`src/rtl/mul_pipe_unit_pkg.sv`:
```
// Shared types for the functional units between issue and writeback.
package cva5_types;

  // Multiply op select, encoded as funct3[1:0].
  typedef enum logic [1:0] {
    MUL_OP_MUL    = 2'b00,
    MUL_OP_MULH   = 2'b01,
    MUL_OP_MULHSU = 2'b10,
    MUL_OP_MULHU  = 2'b11
  } mul_op_t;

  // Instruction tag width used by the multiply pipeline entries.
  localparam int unsigned MUL_ID_WIDTH = 3;

  // Control that travels alongside the datapath through each multiply stage.
  typedef struct packed {
    logic [MUL_ID_WIDTH-1:0] id;
    mul_op_t                 op;
    logic                    valid;
  } mul_pipe_entry_t;

  // rs1 is treated as signed for every op except MULHU.
  function automatic logic mul_rs1_signed(input mul_op_t o);
    return (o != MUL_OP_MULHU);
  endfunction

  // rs2 is treated as signed only for MUL and MULH.
  function automatic logic mul_rs2_signed(input mul_op_t o);
    return (o == MUL_OP_MUL) || (o == MUL_OP_MULH);
  endfunction

endpackage

```
`src/rtl/mul_pipe_unit_result_fifo.sv`:
```
// mul_result_fifo: small in-order result buffer with a combinationally visible head.
// The head reads as zero whenever the buffer is empty.
module mul_result_fifo #(
  parameter int unsigned DEPTH = 4,
  parameter int unsigned WIDTH = 35
) (
  input  logic             clk,
  input  logic             rst,
  input  logic             i_push,
  input  logic [WIDTH-1:0] i_push_data,
  input  logic             i_pop,
  input  logic             i_flush,
  output logic             o_valid,
  output logic [WIDTH-1:0] o_data
);

  // DEPTH is a power of two, so pointers wrap naturally.
  localparam int unsigned PTR_W = (DEPTH > 1) ? $clog2(DEPTH) : 1;
  localparam int unsigned CNT_W = $clog2(DEPTH + 1);

  logic [WIDTH-1:0] r_mem [DEPTH];
  logic [PTR_W-1:0] r_wr_ptr;
  logic [PTR_W-1:0] r_rd_ptr;
  logic [CNT_W-1:0] r_count;
  logic             w_push;
  logic             w_pop;

  // A flush in the same cycle dominates both push and pop.
  assign w_push  = i_push & ~i_flush;
  assign w_pop   = i_pop & o_valid & ~i_flush;
  assign o_valid = (r_count != '0);
  assign o_data  = o_valid ? r_mem[r_rd_ptr] : '0;

  // Storage write; contents need no reset because validity lives in r_count.
  always_ff @(posedge clk) begin
    if (w_push) begin
      r_mem[r_wr_ptr] <= i_push_data;
    end
  end

  // Pointer and fill-level bookkeeping.
  always_ff @(posedge clk) begin
    if (rst) begin
      r_wr_ptr <= '0;
      r_rd_ptr <= '0;
      r_count  <= '0;
    end else if (i_flush) begin
      r_rd_ptr <= r_wr_ptr;
      r_count  <= '0;
    end else begin
      if (w_push) begin
        r_wr_ptr <= r_wr_ptr + PTR_W'(1);
      end
      if (w_pop) begin
        r_rd_ptr <= r_rd_ptr + PTR_W'(1);
      end
      if (w_push && !w_pop) begin
        r_count <= r_count + CNT_W'(1);
      end else if (!w_push && w_pop) begin
        r_count <= r_count - CNT_W'(1);
      end
    end
  end

endmodule

```
`src/rtl/mul_pipe_unit.sv`:
```
// mul_pipe_unit: pipelined MUL/MULH/MULHSU/MULHU with a tagged, stallable result buffer.
// Issue is credit based: occupancy counts everything in the pipe plus the buffer,
// so the buffer can never overflow.
module mul_pipe_unit
  import cva5_types::*;
#(
  parameter int unsigned XLEN      = 32,
  parameter int unsigned STAGES    = 2,
  parameter int unsigned OUT_DEPTH = 4,
  parameter int unsigned ID_WIDTH  = MUL_ID_WIDTH
) (
  input  logic                clk,
  input  logic                rst,
  input  logic                issue_valid,
  output logic                issue_ready,
  input  logic [XLEN-1:0]     rs1,
  input  logic [XLEN-1:0]     rs2,
  input  logic [1:0]          op,
  input  logic [ID_WIDTH-1:0] id,
  input  logic                flush,
  output logic                wb_done,
  output logic [XLEN-1:0]     wb_rd,
  output logic [ID_WIDTH-1:0] wb_id,
  input  logic                wb_ack
);

  localparam int unsigned OCC_W = $clog2(OUT_DEPTH + 1);

  // Extend an operand to XLEN+1 bits, sign or zero depending on the op.
  function automatic logic [XLEN:0] ext_op(input logic [XLEN-1:0] v, input logic sgn);
    return {sgn & v[XLEN-1], v};
  endfunction

  // Sign-extend an XLEN+1 operand to 2*XLEN; the low 2*XLEN product bits are all we keep.
  function automatic logic [2*XLEN-1:0] widen(input logic [XLEN:0] v);
    return {{(XLEN-1){v[XLEN]}}, v};
  endfunction

  // MUL takes the low half, every other op the high half.
  function automatic logic [XLEN-1:0] pick(input logic [2*XLEN-1:0] p, input mul_op_t o);
    return (o == MUL_OP_MUL) ? p[XLEN-1:0] : p[2*XLEN-1:XLEN];
  endfunction

  logic [OCC_W-1:0]         r_occ;
  logic                     w_accept;
  logic                     w_pop;
  mul_op_t                  w_op;
  logic                     w_tail_valid;
  mul_op_t                  w_tail_op;
  logic [ID_WIDTH-1:0]      w_tail_id;
  logic [2*XLEN-1:0]        w_tail_prod;
  logic [XLEN+ID_WIDTH-1:0] w_fifo_data;

  assign w_op        = mul_op_t'(op);
  assign issue_ready = (r_occ < OCC_W'(OUT_DEPTH)) && !rst;
  assign w_accept    = issue_valid && issue_ready && !flush;
  assign w_pop       = wb_done && wb_ack;

  // Credit counter: accepts add, pops remove, flush and reset clear.
  always_ff @(posedge clk) begin
    if (rst || flush) begin
      r_occ <= '0;
    end else if (w_accept && !w_pop) begin
      r_occ <= r_occ + OCC_W'(1);
    end else if (!w_accept && w_pop) begin
      r_occ <= r_occ - OCC_W'(1);
    end
  end

  genvar gi;
  generate
    if (STAGES == 1) begin : g_comb
      // Single stage: the buffer itself is the only register level.
      assign w_tail_valid = w_accept;
      assign w_tail_op    = w_op;
      assign w_tail_id    = id;
      assign w_tail_prod  = widen(ext_op(rs1, mul_rs1_signed(w_op)))
                          * widen(ext_op(rs2, mul_rs2_signed(w_op)));
    end else begin : g_piped
      mul_pipe_entry_t   r_ent0;
      logic [XLEN:0]     r_a;
      logic [XLEN:0]     r_b;
      mul_pipe_entry_t   w_echain [STAGES-1];
      logic [2*XLEN-1:0] w_pchain [STAGES-1];

      // Stage 1 control: tag, op and valid of the accepted request.
      always_ff @(posedge clk) begin
        if (rst || flush) begin
          r_ent0 <= '0;
        end else begin
          r_ent0.valid <= w_accept;
          r_ent0.op    <= w_op;
          r_ent0.id    <= id;
        end
      end

      // Stage 1 operands, already extended for the requested signedness.
      always_ff @(posedge clk) begin
        if (w_accept) begin
          r_a <= ext_op(rs1, mul_rs1_signed(w_op));
          r_b <= ext_op(rs2, mul_rs2_signed(w_op));
        end
      end

      assign w_echain[0] = r_ent0;
      assign w_pchain[0] = widen(r_a) * widen(r_b);

      // Remaining stages only delay the product so synthesis can retime it into DSP registers.
      for (gi = 1; gi < STAGES - 1; gi++) begin : g_retime
        mul_pipe_entry_t   r_ent;
        logic [2*XLEN-1:0] r_prod;

        // Advance control one stage, dropping everything on flush.
        always_ff @(posedge clk) begin
          if (rst || flush) begin
            r_ent <= '0;
          end else begin
            r_ent <= w_echain[gi-1];
          end
        end

        // Advance the product one stage.
        always_ff @(posedge clk) begin
          r_prod <= w_pchain[gi-1];
        end

        assign w_echain[gi] = r_ent;
        assign w_pchain[gi] = r_prod;
      end

      assign w_tail_valid = w_echain[STAGES-2].valid;
      assign w_tail_op    = w_echain[STAGES-2].op;
      assign w_tail_id    = w_echain[STAGES-2].id;
      assign w_tail_prod  = w_pchain[STAGES-2];
    end
  endgenerate

  mul_result_fifo #(
    .DEPTH (OUT_DEPTH),
    .WIDTH (XLEN + ID_WIDTH)
  ) u_result_fifo (
    .clk         (clk),
    .rst         (rst),
    .i_push      (w_tail_valid),
    .i_push_data ({w_tail_id, pick(w_tail_prod, w_tail_op)}),
    .i_pop       (w_pop),
    .i_flush     (flush),
    .o_valid     (wb_done),
    .o_data      (w_fifo_data)
  );

  assign wb_id = w_fifo_data[XLEN+ID_WIDTH-1:XLEN];
  assign wb_rd = w_fifo_data[XLEN-1:0];

endmodule
```
`config.mk`:
```
export PLATFORM = sky130hd
export DESIGN_NAME = mul_pipe_unit
export DESIGN_NICKNAME = d
export VERILOG_FILES = /design/src/rtl/mul_pipe_unit_pkg.sv /design/src/rtl/mul_pipe_unit_result_fifo.sv /design/src/rtl/mul_pipe_unit.sv
export SDC_FILE = /design/constraint.sdc
export NUM_CORES = 2
export LEC_CHECK = 0
export CORE_ASPECT_RATIO = 2
export CORE_MARGIN = 2
export CORE_UTILIZATION = 55
export CTS_CLUSTER_DIAMETER = 30
export DETAILED_ROUTE_END_ITERATION = 7
export PLACE_DENSITY = 0.74
export SETUP_SLACK_MARGIN = 0.5
export SLEW_MARGIN = 20
export SYNTH_ARGS = -nofsm -noshare
export SYNTH_HDL_FRONTEND = slang
export SYNTH_HIERARCHICAL = 1
export SYNTH_SLANG_ARGS = --single-unit
```
`constraint.sdc`:
```
create_clock -name clk -period 10.6 [get_ports clk]
set_input_delay 2.12 -clock clk [delete_from_list [all_inputs] [get_ports clk]]
set_output_delay 2.12 -clock clk [all_outputs]
set_load 0.05 [all_outputs]
```
==> flow_metrics.tcl <==
set metrics [dict create \
    status "finished, final reports clean" \
    area_growth_pct 7.169 \
    numCtsBuffers 38 \
    cp_max_fo 12 \
    avgSynthCellArea_sq_um 10.16 \
    drc 0 \
    finalSetupTns_ns 0 \
    synth_ff_type "edfxtp_1" \
    post_cts_buffers 0 \
    rsz0062_at_grt "no" \
    cts.clk_slew.worst_paths_ns 0.06 \
    synthTopCellsByArea "fa_1 48%, edfxtp_1 13%, inv_1 8.8%, and2_1 7.6%, ha_1 5.8%" \
    synth_area_sq_mm 0.04714 \
    syn-num-nets 6061 \
    grt_max_degree 55 \
    relSlewSlack_pct 22.93 \
    synthMuxAreaShare_pct 1.882 \
    required_ns 10.97 \
    track_usage_pct 31.08 \
    finClkSkew_ns 0.02032 \
    cpMostUsedCell "fa_1" \
    synth_xor_area_share_pct 1.356 \
    gp_congestion 0.9816 \
    cp_slowest_cell "edfxtp_1" \
    via_per_inst 5.654 \
    core_area_sq_mm 0.08483 \
    start_util_pct 55.57 \
    wl_per_cell_microns 22.69 \
    drt_pre_antenna_iters 5 \
    synth-simple-area-share_pct 14.50 \
    root_buffer "clkbuf_16" \
    multi_input_area_sq_mm 0.03538 \
    synth_area_leader_cell "fa_1" \
    fmax_mhz 109.5 \
    synth_fa_ha_area_share_pct 53.64 \
    drt_iter0_drc 1859 \
    finalMaxSlewViolations 0 \
    ys_seq_elements 224 \
    synth_top_family_by_area "adder cells" \
    nets 6049 \
    cts_tree "built" \
    htreeDepth 2 \
    drive_above_1_share_pct 4.592 \
    grt_pass1_wl_microns 204100 \
    min_period_over_period_pct 86.17 \
    clock_latency_ns 0.62 \
    netlist_instances 4642 \
    hp-class "register to register" \
    arrival_ns 9.50 \
    synth_edf_count 206 \
    die_h_microns 418.0 \
    async_reset_ff_share_pct 0 \
    die_x_microns 211.0 \
    cts.sinks 224 \
    yosys_warnings 6 \
    vias 32420 \
    dpl.hpwl_microns 108700 \
    synth-seq-area-share_pct 13.89 \
    worst_pin_slew_ns 1.156 \
    io_pins 111 \
    seq_area_sq_mm 0.006548 \
    totalWireLength_microns 130100 \
    crit_path_end_kind "register" \
    hold_violations 0 \
    crit_family "adder cells" \
    crit_chain "buf_4 > nand2_1 > fa_1 > fa_1 > fa_1 > inv_1 > fa_1 > inv_1 > fa_1 > inv_1 > fa_1 > fa_1 > inv_1 > fa_1 > inv_1 > ha_1 > nand4_2 > nor4_1 > nand2_1 > o221ai_1 > o21ai_1 > o21ai_0 > o21ai_0 > o311ai_1" \
    drt.antenna.violating_nets 0 \
    ctsResizeCount 0 \
    antenna_found_initial 4 \
    critPathMaxStageDelay_ns 0.96 \
    grt_pass1_vias 36840 \
    port_buffers 110 \
    fillCellCount 7088 \
    finalSetupViolations 0 \
    path_buf_inv 6 \
    num_rows 151 \
    fin_crit_ns 9.134 \
    grt_overflow_total 0 \
    crit_type "register to register" \
    cts_hold_buf 0 \
    synth.distinct_cells 84 \
    synth.top_cell.area_share_pct 47.86 \
    drv_cap 0 \
    startpoint_type "register" \
    cts_buffer_depth 3 \
    synth_compound_area_share_pct 3.615 \
    die-area_sq_mm 0.08821 \
]
worst register-to-register path: cells and delay by family, from the launching register on:
family	cells	cell delay (ns)
adders and majority gates	9	4.87
AOI/OAI and AO/OA	5	1.61
DFF	1	0.96
and+or+nand+nor	4	0.84
buffers and inverters	6	0.60
layout make-up:
cell class,instances,area share (%)
well taps,1071,2.652
inverters,1111,8.254
repair buffers,193,3.482
clock inverters,26,0.6092
diodes,2,0.009906
clock buffers,44,2.006
flip-flops and latches,224,12.96
multi-input cells,3062,70.03
through the flow:
step           instances  utilization [%]  hold WS, ns  instance area [sq um]  setup WS [ns]
2_1_floorplan       4642                -       0.4383                  47150          2.717
3_3_place_gp        5658            57.92       0.4623                  49140          1.549
3_5_place_dp        5658            57.92       0.4768                  49140          1.353
4_1_cts             5728            59.48       0.4915                  50460          1.381
5_1_grt             5731            59.55       0.4982                  50520         0.9437
6_report            5733            59.56       0.4932                  50520          1.466
per-layer routing:
layer / GRT usage, % / up-vias / part of all wire (%)
li1: - / 13620 / -
met1: 31.20 / 16910 / 31
met2: 57.20 / 1273 / 55
met3: 4.162 / 601 / 4.7
met4: 24.25 / 6 / 9.4
met5: 0 / - / 0.023
path summary, 6_finish.rpt:
| kind | from | endpoint | slack, ns | depth (start not counted) |
|---|---|---|---|---|
| max | g_piped.r_b[11]$_DFFE_PP_ | u_result_fifo/r_mem[0][27]$_DFFE_PP_ | 1.47 | 24 |
| min reg2reg | w_tail_id[0]$_SDFF_PP0_ | u_result_fifo/r_mem[1][32]$_DFFE_PP_ | 0.49 | 0 |
| min | w_tail_id[0]$_SDFF_PP0_ | u_result_fifo/r_mem[1][32]$_DFFE_PP_ | 0.49 | 0 |
| max reg2reg | g_piped.r_b[11]$_DFFE_PP_ | u_result_fifo/r_mem[0][27]$_DFFE_PP_ | 1.47 | 24 |
synth_stat cells, types with 10 or more instances:
cell type	instances
inv_1	1111
and3_1	10
dfxtp_1	18
nor3_1	16
edfxtp_1	206
o21ai_0	42
nand2_1	582
o21bai_1	14
a31oi_1	11
o211ai_1	16
xor2_1	26
nand4_1	14
fa_1	1127
ha_1	218
xnor2_1	47
nor2b_1	31
nor2_1	51
and2_1	576
nand3_1	19
mux4_2	30
a21o_1	26
a21oi_1	79
nand2b_1	13
clkbuf_1	223
registers in the layout, indices dropped and copies added (netlist names), named ones only:
register / cells
w_tail_id: 3
u_result_fifo/r_count: 3
u_result_fifo/r_rd_ptr: 2
w_tail_valid: 1
u_result_fifo/r_mem: 140
w_tail_op: 2
g_piped.r_a: 33
u_result_fifo/r_wr_ptr: 2
r_occ: 3
g_piped.r_b: 33
cell families after synthesis:
kind of cell | count (synthesis)
AO/OA/AOI/OAI | 255
multiplexers | 43
flip-flops | 224
buffers and inverters | 1356
AND/OR/NAND/NOR | 1346
adder cells (fa/ha/maj) | 1345
XOR/XNOR | 73
placed cells by master, fill, tap and decap left out, types with 11 or more instances in the layout:
cell / instances
fa_1: 1127
inv_1: 1111
nand2_1: 582
and2_1: 572
ha_1: 218
edfxtp_1: 206
clkdlybuf4s50_1: 110
buf_4: 80
a21oi_1: 79
nor2_1: 50
xnor2_1: 47
o21ai_0: 42
clkbuf_16: 38
nor2b_1: 31
mux4_2: 30
a21o_1: 26
xor2_1: 26
nand3_1: 19
dfxtp_1: 17
o211ai_1: 16
nor3_1: 16
o21bai_1: 14
nand4_1: 14
nand2b_1: 13
a31oi_1: 11
Power is left out: the tool's default activity adds up to more than one toggle a clock period on the data nets, which glitch-free logic cannot reach.
